$ cat src/rtl/uart_frame_tx_gen.sv
// UART frame transmitter: HEADER, payload bytes, CRC-8 over the payload, TRAILER,
// serialised 8N1 on one line with an optional idle gap between bytes.
module uart_frame_tx_gen #(
  parameter int unsigned CLK_FREQ = 50_000_000,
  parameter int unsigned BAUD     = 115200,
  parameter int unsigned MAX_LEN  = 10,
  parameter logic [7:0]  HEADER   = 8'h80,
  parameter logic [7:0]  TRAILER  = 8'h55,
  parameter logic [7:0]  CRC_POLY = 8'h07,
  parameter logic [7:0]  CRC_INIT = 8'h00,
  parameter int unsigned GAP_CLKS = 0,
  localparam int LW = $clog2(MAX_LEN + 1)
) (
  input  logic                   clk_50M,
  input  logic                   rst_n,
  input  logic                   tx_start,
  input  logic [LW-1:0]          tx_len,
  input  logic [8*MAX_LEN-1:0]   tx_payload,
  output logic                   uart_txd,
  output logic                   tx_busy,
  output logic                   tx_done,
  output logic                   tx_len_err,
  output logic                   tx_drop,
  output logic [7:0]             crc_out,
  output logic [2:0]             frame_state
);

  localparam int CPB = CLK_FREQ / BAUD;
  localparam int CW  = (CPB > 1) ? $clog2(CPB) : 1;
  localparam logic [LW-1:0] MAX_L    = LW'(MAX_LEN);
  localparam logic [CW-1:0] BIT_LAST = CW'(CPB - 1);
  localparam logic [15:0]   GAP_LAST = 16'(GAP_CLKS - 1);

  typedef enum logic [2:0] {F_IDLE, F_HDR, F_PAY, F_CRC, F_TRL} frame_t;
  typedef enum logic [1:0] {B_START, B_DATA, B_STOP, B_GAP} phase_t;

  frame_t               frame_st;
  frame_t               next_frame;
  phase_t               phase;
  logic [CW-1:0]        clk_cnt;
  logic [15:0]          gap_cnt;
  logic [2:0]           bit_idx;
  logic [LW-1:0]        byte_idx;
  logic [LW-1:0]        len_reg;
  logic [7:0]           shreg;
  logic [7:0]           crc_reg;
  logic [7:0]           next_byte;
  logic [8*MAX_LEN-1:0] pay_reg;
  logic                 bit_end;
  logic                 gap_end;
  logic                 load_next;

  function automatic logic [7:0] crc8_step(input logic [7:0] c, input logic [7:0] d);
    logic [7:0] r;
    r = c ^ d;
    for (int i = 0; i < 8; i++) begin
      r = r[7] ? ({r[6:0], 1'b0} ^ CRC_POLY) : {r[6:0], 1'b0};
    end
    return r;
  endfunction

  assign frame_state = frame_st;

  // Next byte on the line; pay_reg is shifted down so its low byte is always the next payload byte.
  always_comb begin
    bit_end    = (clk_cnt == BIT_LAST);
    gap_end    = (gap_cnt == GAP_LAST);
    load_next  = 1'b0;
    next_frame = F_TRL;
    next_byte  = TRAILER;
    if (tx_busy) begin
      if (phase == B_STOP && bit_end && frame_st != F_TRL && GAP_CLKS == 0) load_next = 1'b1;
      if (phase == B_GAP && gap_end) load_next = 1'b1;
    end
    case (frame_st)
      F_HDR: begin
        if (len_reg == '0) begin
          next_frame = F_CRC;
          next_byte  = crc_reg;
        end else begin
          next_frame = F_PAY;
          next_byte  = pay_reg[7:0];
        end
      end
      F_PAY: begin
        if (byte_idx == LW'(len_reg - 1'b1)) begin
          next_frame = F_CRC;
          next_byte  = crc_reg;
        end else begin
          next_frame = F_PAY;
          next_byte  = pay_reg[7:0];
        end
      end
      default: begin
        next_frame = F_TRL;
        next_byte  = TRAILER;
      end
    endcase
  end

  always_ff @(posedge clk_50M or negedge rst_n) begin
    if (!rst_n) begin
      frame_st   <= F_IDLE;
      phase      <= B_START;
      clk_cnt    <= '0;
      gap_cnt    <= '0;
      bit_idx    <= '0;
      byte_idx   <= '0;
      len_reg    <= '0;
      shreg      <= '0;
      crc_reg    <= CRC_INIT;
      pay_reg    <= '0;
      uart_txd   <= 1'b1;
      tx_busy    <= 1'b0;
      tx_done    <= 1'b0;
      tx_len_err <= 1'b0;
      tx_drop    <= 1'b0;
      crc_out    <= CRC_INIT;
    end else begin
      tx_done    <= 1'b0;
      tx_len_err <= 1'b0;
      tx_drop    <= tx_start && tx_busy;
      if (frame_st == F_IDLE) begin
        if (tx_start) begin
          frame_st   <= F_HDR;
          phase      <= B_START;
          clk_cnt    <= '0;
          shreg      <= HEADER;
          crc_reg    <= CRC_INIT;
          pay_reg    <= tx_payload;
          len_reg    <= (tx_len > MAX_L) ? MAX_L : tx_len;
          tx_len_err <= (tx_len > MAX_L);
          tx_busy    <= 1'b1;
          uart_txd   <= 1'b0;
        end
      end else begin
        if (phase == B_GAP) gap_cnt <= gap_cnt + 16'd1;
        else if (bit_end)   clk_cnt <= '0;
        else                clk_cnt <= clk_cnt + 1'b1;
        case (phase)
          B_START: if (bit_end) begin
            phase    <= B_DATA;
            bit_idx  <= '0;
            uart_txd <= shreg[0];
          end
          B_DATA: if (bit_end) begin
            if (bit_idx == 3'd7) begin
              phase    <= B_STOP;
              uart_txd <= 1'b1;
            end else begin
              bit_idx  <= bit_idx + 3'd1;
              uart_txd <= shreg[1];
              shreg    <= {1'b0, shreg[7:1]};
            end
          end
          B_STOP: if (bit_end) begin
            if (frame_st == F_TRL) begin
              frame_st <= F_IDLE;
              tx_busy  <= 1'b0;
              tx_done  <= 1'b1;
            end else if (GAP_CLKS != 0) begin
              phase   <= B_GAP;
              gap_cnt <= '0;
            end
          end
          default: ;
        endcase
        if (load_next) begin
          phase    <= B_START;
          clk_cnt  <= '0;
          uart_txd <= 1'b0;
          shreg    <= next_byte;
          frame_st <= next_frame;
          if (next_frame == F_PAY) begin
            pay_reg  <= pay_reg >> 8;
            crc_reg  <= crc8_step(crc_reg, pay_reg[7:0]);
            byte_idx <= (frame_st == F_HDR) ? '0 : byte_idx + 1'b1;
          end
          if (next_frame == F_CRC) crc_out <= crc_reg;
        end
      end
    end
  end

endmodule
$ cat config.mk
export PLATFORM = sky130hd
export DESIGN_NAME = uart_frame_tx_gen
export DESIGN_NICKNAME = d
export VERILOG_FILES = /design/src/rtl/uart_frame_tx_gen.sv
export SDC_FILE = /design/constraint.sdc
export NUM_CORES = 1
export LEC_CHECK = 0
export CAP_MARGIN = 20
export CELL_PAD_IN_SITES_DETAIL_PLACEMENT = 0
export CELL_PAD_IN_SITES_GLOBAL_PLACEMENT = 1
export CORE_ASPECT_RATIO = 1.1
export CORE_MARGIN = 8
export CORE_UTILIZATION = 39
export DETAILED_ROUTE_END_ITERATION = 6
export PLACE_DENSITY_LB_ADDON = 0.1
export SLEW_MARGIN = 20
export SYNTH_ARGS = -nofsm -noshare
export SYNTH_HDL_FRONTEND = slang
export SYNTH_SLANG_ARGS = --single-unit
$ cat constraint.sdc
create_clock -name clk_50M -period 2.4 [get_ports clk_50M]
set_input_delay 0.48 -clock clk_50M [delete_from_list [all_inputs] [get_ports clk_50M]]
set_output_delay 0.48 -clock clk_50M [all_outputs]
set_load 0.01 [all_outputs]
; ---- Word level (Yosys, flattened, before mapping)
; Cells that the tools add are included.
[word_totals]
ff_bits = 150
latchBits = 0
ram_bits = 0
mem_bits_ro = 0
in_bits = 87
output_inout_bits = 16
wordCells = 157
mem_count = 0
[op_classes]
n_addsub = 5
mul = 0
div = 0
order_cmp = 1
eq_ne = 22
shifts = 0
n_mux = 73
bitwise_logic = 10
n_reduce_logical = 30
[op_table]
columns = operator, n
row1 = two-way mux 80 bit, 4
row2 = two-way mux 8 bit, 12
row3 = two-way mux 3 bit, 17
row4 = two-way mux 9 bit, 5
row5 = inverter 3 bit, 8
row6 = two-way mux 1 bit, 22
row7 = adder 16 x 1 -> 16 bit (second input constant), 1
row8 = equality test 16 bit (second input constant), 1
row9 = case mux 8 bit (2 select lines), 1
row10 = AND reduction 4 bit, 4
row11 = two-way mux 2 bit, 6
row12 = != test 4 bit (second input constant), 3
row13 = case mux 3 bit (2 select lines), 2
row14 = nonzero test 2 bit, 6
row15 = nonzero test 3 bit, 4
row16 = AND reduction 5 bit, 2
row17 = adder 9 x 1 -> 9 bit (second input constant), 1
row18 = equality test 3 x 2 -> 1 bit (second input constant), 3
row19 = equality test 9 bit (second input constant), 1
row20 = != test 3 bit (second input constant), 3
row21 = AND reduction 3 bit, 3
row22 = two-way mux 4 bit, 2
row23 = != test 2 bit (second input constant), 4
row24 = bitwise XOR 8 bit, 1
row25 = 18 further kinds, 25

; ---- Longest topological paths before layout
[depth]
ltp_word = 20
ltp_mapped = 10
depth_no_buf = 8

; ---- Least setup slack after synthesis
; No wires, ideal clock.
[synth_path]
path_type = flip-flop to flip-flop
from = register clk_cnt[1]
to = register pay_reg[63]
setup_ps = 127
arrival_time_ps = 2335
required_time_ps = 2273
path_slack_ps = -63
stages_incl_launch_ff = 11
n_path_buf = 2
synth_period_minus_slack_ps = 2463
cell_sequence = dfrtp_1 > inv_1 > ha_1 > nand4b_1 > or4_4 > o22ai_4 > o21ai_2 > o21ai_2 > buf_6 > buf_8 > mux2_1
[synth_via]
elab_chain_cells = 8
[synth_lines]
columns = item, line
row1 = from (decl), 40  ; logic [CW-1:0] clk_cnt;
row2 = from (signal assigned), 139  ; else clk_cnt <= clk_cnt + 1'b1;
row3 = equality test 9 bit, 66  ; bit_end = (clk_cnt == BIT_LAST);
row4 = logical AND 1 bit (2 in a row), 72  ; if (phase == B_STOP && bit_end && frame_st != F_TRL && GAP_CLKS == 0) load_next = 1'b1;
row5 = two-way mux 1 bit, 72
row6 = two-way mux 1 bit, 73  ; if (phase == B_GAP && gap_end) load_next = 1'b1;
row7 = two-way mux 1 bit, 71  ; if (tx_busy) begin
row8 = nonzero test 2 bit (no line), --
row9 = AND reduction 3 bit (no line), --
row10 = to (signal assigned), 130  ; pay_reg <= tx_payload;
row11 = to (signal assigned), 175  ; pay_reg <= pay_reg >> 8;
row12 = to (decl), 48  ; logic [8*MAX_LEN-1:0] pay_reg;
; Every way passes these cells.
; A chain may end at the register's enable or synchronous reset.

; ---- Worst setup path in the final report
[layout_path]
from = register clk_cnt[3]
to = register pay_reg[5]
; The elaborated chain is that of the path after synthesis.

==> results.json <==
{
  "clk_latency_ns": 0.42,
  "fin_area_sq_um": 10100,
  "worst_pin_slew_ns": 0.626,
  "final-seq-area_sq_um": 3750,
  "ys_types": 54,
  "crit_family": "simple AND/OR/NAND/NOR gates",
  "grt_use_total_pct": 16.5,
  "synthArstFlopShare_pct": 100,
  "vdd_drop_max_uv": 565,
  "hold_viol": 0,
  "drt-initial-drc-count": 228,
  "fin_util_pct": 52.7,
  "dp_cells": 1126,
  "largest_register_ffs": 80,
  "fillCellCount": 1734,
  "p_seq_share_pct": 35.2,
  "avgSynthCellArea_sq_um": 9.82,
  "drive_gt1_share_pct": 14.8,
  "p_sw_share_pct": 34.5,
  "ant_nets": 0,
  "intPower_w": 0.00716,
  "dieArea_sq_um": 24300,
  "clock.fmax_ghz": 0.399,
  "coreArea_sq_um": 19200,
  "hold_class": "in2async",
  "antenna_found_initial": 0,
  "detail_route.wl_per_cell_um": 16.9,
  "io_buffer_count": 102,
  "finalCritPeriodShare_pct": 104,
  "path_cells": "or2_1 > or4_4 > o22ai_4 > o21ai_4 > o21ai_4 > buf_6 > clkbuf_16 > mux2_2",
  "crit_path_start_kind": "register",
  "syn_nets": 873,
  "grt_max_degree": 91,
  "drt_wl_total_mm": 19.8,
  "leakage_nw": 4.67,
  "grt_pass1_wl_mm": 32.3,
  "path_clk_slew_ns": 0.07,
  "place_congestion": 0.781,
  "worst-path-buf-inv": 2,
  "violations": "negative setup slack",
  "multiInputGateArea_sq_um": 3690,
  "diodes": 0,
  "die_w_um": 149,
  "yosys_warnings": 0,
  "nets": 1009,
  "cts_made_buffers": 17,
  "clock_sinks": 150,
  "h-tree-depth": 4,
  "synth-seq-cells": 150,
  "num_vias": 6035,
  "power.density_nw_per_um2": 1080,
  "switching_power_w": 0.00377,
  "cts.path.max_buffers": 2,
  "drc": 0,
  "finalWorstSetupSlack_ns": -0.106,
  "cp.arrival_ns": 2.81,
  "max_cap_viol_count": 0,
  "io_pins": 103,
  "postCtsHoldBufs": 0,
  "cts_root_buffer": "clkbuf_16",
  "ys.flop_type": "dfrtp_1",
  "start_util_pct": 39.9,
  "cts_tree": "yes",
  "required_ns": 2.70,
  "place_ws_ns": -0.144,
  "report.final.slew_viol_count": 0,
  "placed_area_sq_um": 9130,
  "crit_type": "reg2reg",
  "min_period_ns": 2.51,
  "synth_edf_count": 0,
  "combPwrFrac_pct": 38.4,
  "cpMaxStageDelayCell": "or4_4",
  "status": "finished with violations",
  "clockPowerShare_pct": 26.4,
  "finalSetupViolCount": 77,
  "grt_overflow": 0,
  "grt_pass1_vias": 6483,
  "fp-row-count": 53,
  "endpoint_kind": "register",
  "slowest_delay_ns": 0.53,
  "first_pass_iters": 4,
  "syn_inst": 778,
  "dp_hpwl_mm": 13.5,
  "fin_cells": 1174,
  "areaGrowthSynthToFinish_pct": 32.2,
  "skew_ns": 0.00996,
  "grt_setup_unrepaired": "yes",
  "hold_ws_ns": 0.0417,
  "vias_per_cell": 5.14,
  "slew_headroom_pct": 58.2,
  "syn_area_sq_um": 7640,
  "crit_path_frequent_cell": "o21ai_4",
  "critPathMaxFanout": 8,
  "synth_seq_area_share_pct": 49.1,
  "die_y_um": 163
}
## timing repair
action	4_1_cts	5_1_grt
buffers inserted	3	4
pin swaps	1	2
cloned	2	7
endpoints found under the setup margin	88	95
resized for setup	8	16
## final timing paths
kind	endpoint	slack, ns	cells past startpoint	start
setup reg to reg	pay_reg[5]$_DFFE_PN0P_	-0.11	8	clk_cnt[3]$_DFFE_PN0P_
max in group asynchronous	uart_txd$_DFFE_PN1P_	1.71	2	rst_n
hold / removal	gap_cnt[3]$_DFFE_PN0P_	0.04	1	rst_n
hold reg to reg	gap_cnt[14]$_DFFE_PN0P_	0.47	1	gap_cnt[14]$_DFFE_PN0P_
min in group clk_50M	gap_cnt[14]$_DFFE_PN0P_	0.47	1	gap_cnt[14]$_DFFE_PN0P_
setup / recovery	pay_reg[5]$_DFFE_PN0P_	-0.11	8	clk_cnt[3]$_DFFE_PN0P_
## final cells by class
class / instances / share of cell area (%)
flip-flops and latches: 150 / 37.2
multi-input cells: 572 / 36.5
repair buffers: 156 / 16.3
clock buffers: 18 / 4.35
well taps: 247 / 3.06
clock inverters: 14 / 1.97
inverters: 17 / 0.631
## cell usage in the layout (no fill, tap or decap), drive strengths merged, types with 5 or more instances in the layout
master,synthesis,routed
and3,7,7
o221ai,5,5
ha,8,8
inv,17,19
o21ai,30,30
a22o,7,7
buf,12,50
xnor2,32,32
dfrtp,149,149
a21oi,15,15
mux2i,10,10
clkbuf,28,23
clkdlybuf4s50,0,101
nand2b,8,9
mux2,81,81
nand3,19,19
nand2,238,238
xor2,18,18
nor2,25,25
o31ai,6,6
## cell families after synthesis
group,Yosys count,share of synthesized area (%)
xor+xnor,50,5.73
compound gates,91,8.12
flops,150,49.1
fa+ha+maj,8,1.31
buf+inv,57,3.95
simple gates,331,18.5
mux,91,13.2
## stage by stage
stage                     setup TNS (ns)  power [W]
final                              -5.54     0.0109
after global placement             -2.98    0.00760
after detailed placement           -6.60    0.00771
after floorplan                        0    0.00655
after global routing              -15.22     0.0117
after CTS                          -5.44     0.0107
## power groups by stage
stage,registers [W],clock network (W),logic [W]
after floorplan,0.00370,0,0.00285
after global placement,0.00385,0,0.00375
after detailed placement,0.00388,0,0.00383
after CTS,0.00384,0.00293,0.00396
after global routing,0.00395,0.00305,0.00469
final,0.00385,0.00289,0.00420
## synthesized netlist by cell type (3+ instances only)
cell      instances  area [sq um]
mux2_1           59           664
nand3_1          19          95.1
nand4_1           4          25.0
inv_1            17          63.8
xor2_1           18           158
clkbuf_1         28           105
o221ai_1          5          43.8
or4_1             3          22.5
o31ai_1           6          45.0
or3_1             3          18.8
mux2i_1          10           100
dfrtp_1         149          3730
ha_1              8           100
a32oi_1           3          26.3
buf_8             6          90.1
nand2b_1          8          50.1
nor2_1           25          93.8
mux2_2           22           248
nor4_1            3          18.8
a21o_1            3          22.5
and3_1            7          43.8
buf_2             4          20.0
o21ai_0          26           130
a221oi_1          4          35.0
xnor2_1          32           280
o211ai_1          4          30.0
a22o_1            7          61.3
nor2b_1           4          25.0
a21oi_1          15          75.1
nor3_1            4          20.0
a22oi_1           4          30.0
nand2_1         238           893
## layer usage
layer	part of all wire [%]	up-vias	wire [um]	track usage [%]
met5	0	-	0	0
met4	1.8	0	357	6.11
met3	3.8	25	745	3.81
met2	52	116	10300	29.1
met1	42	2989	8390	19.2
li1	-	2905	-	-
## worst register-to-register path, stage by stage, from the launching register on
cell       delay [ns]
dfrtp_1          0.38
or2_1            0.24
or4_4            0.53
o22ai_4          0.23
o21ai_4          0.11
o21ai_4          0.21
buf_6            0.20
clkbuf_16        0.18
mux2_2           0.32
Note: power is estimated with default switching activity, not from simulation.
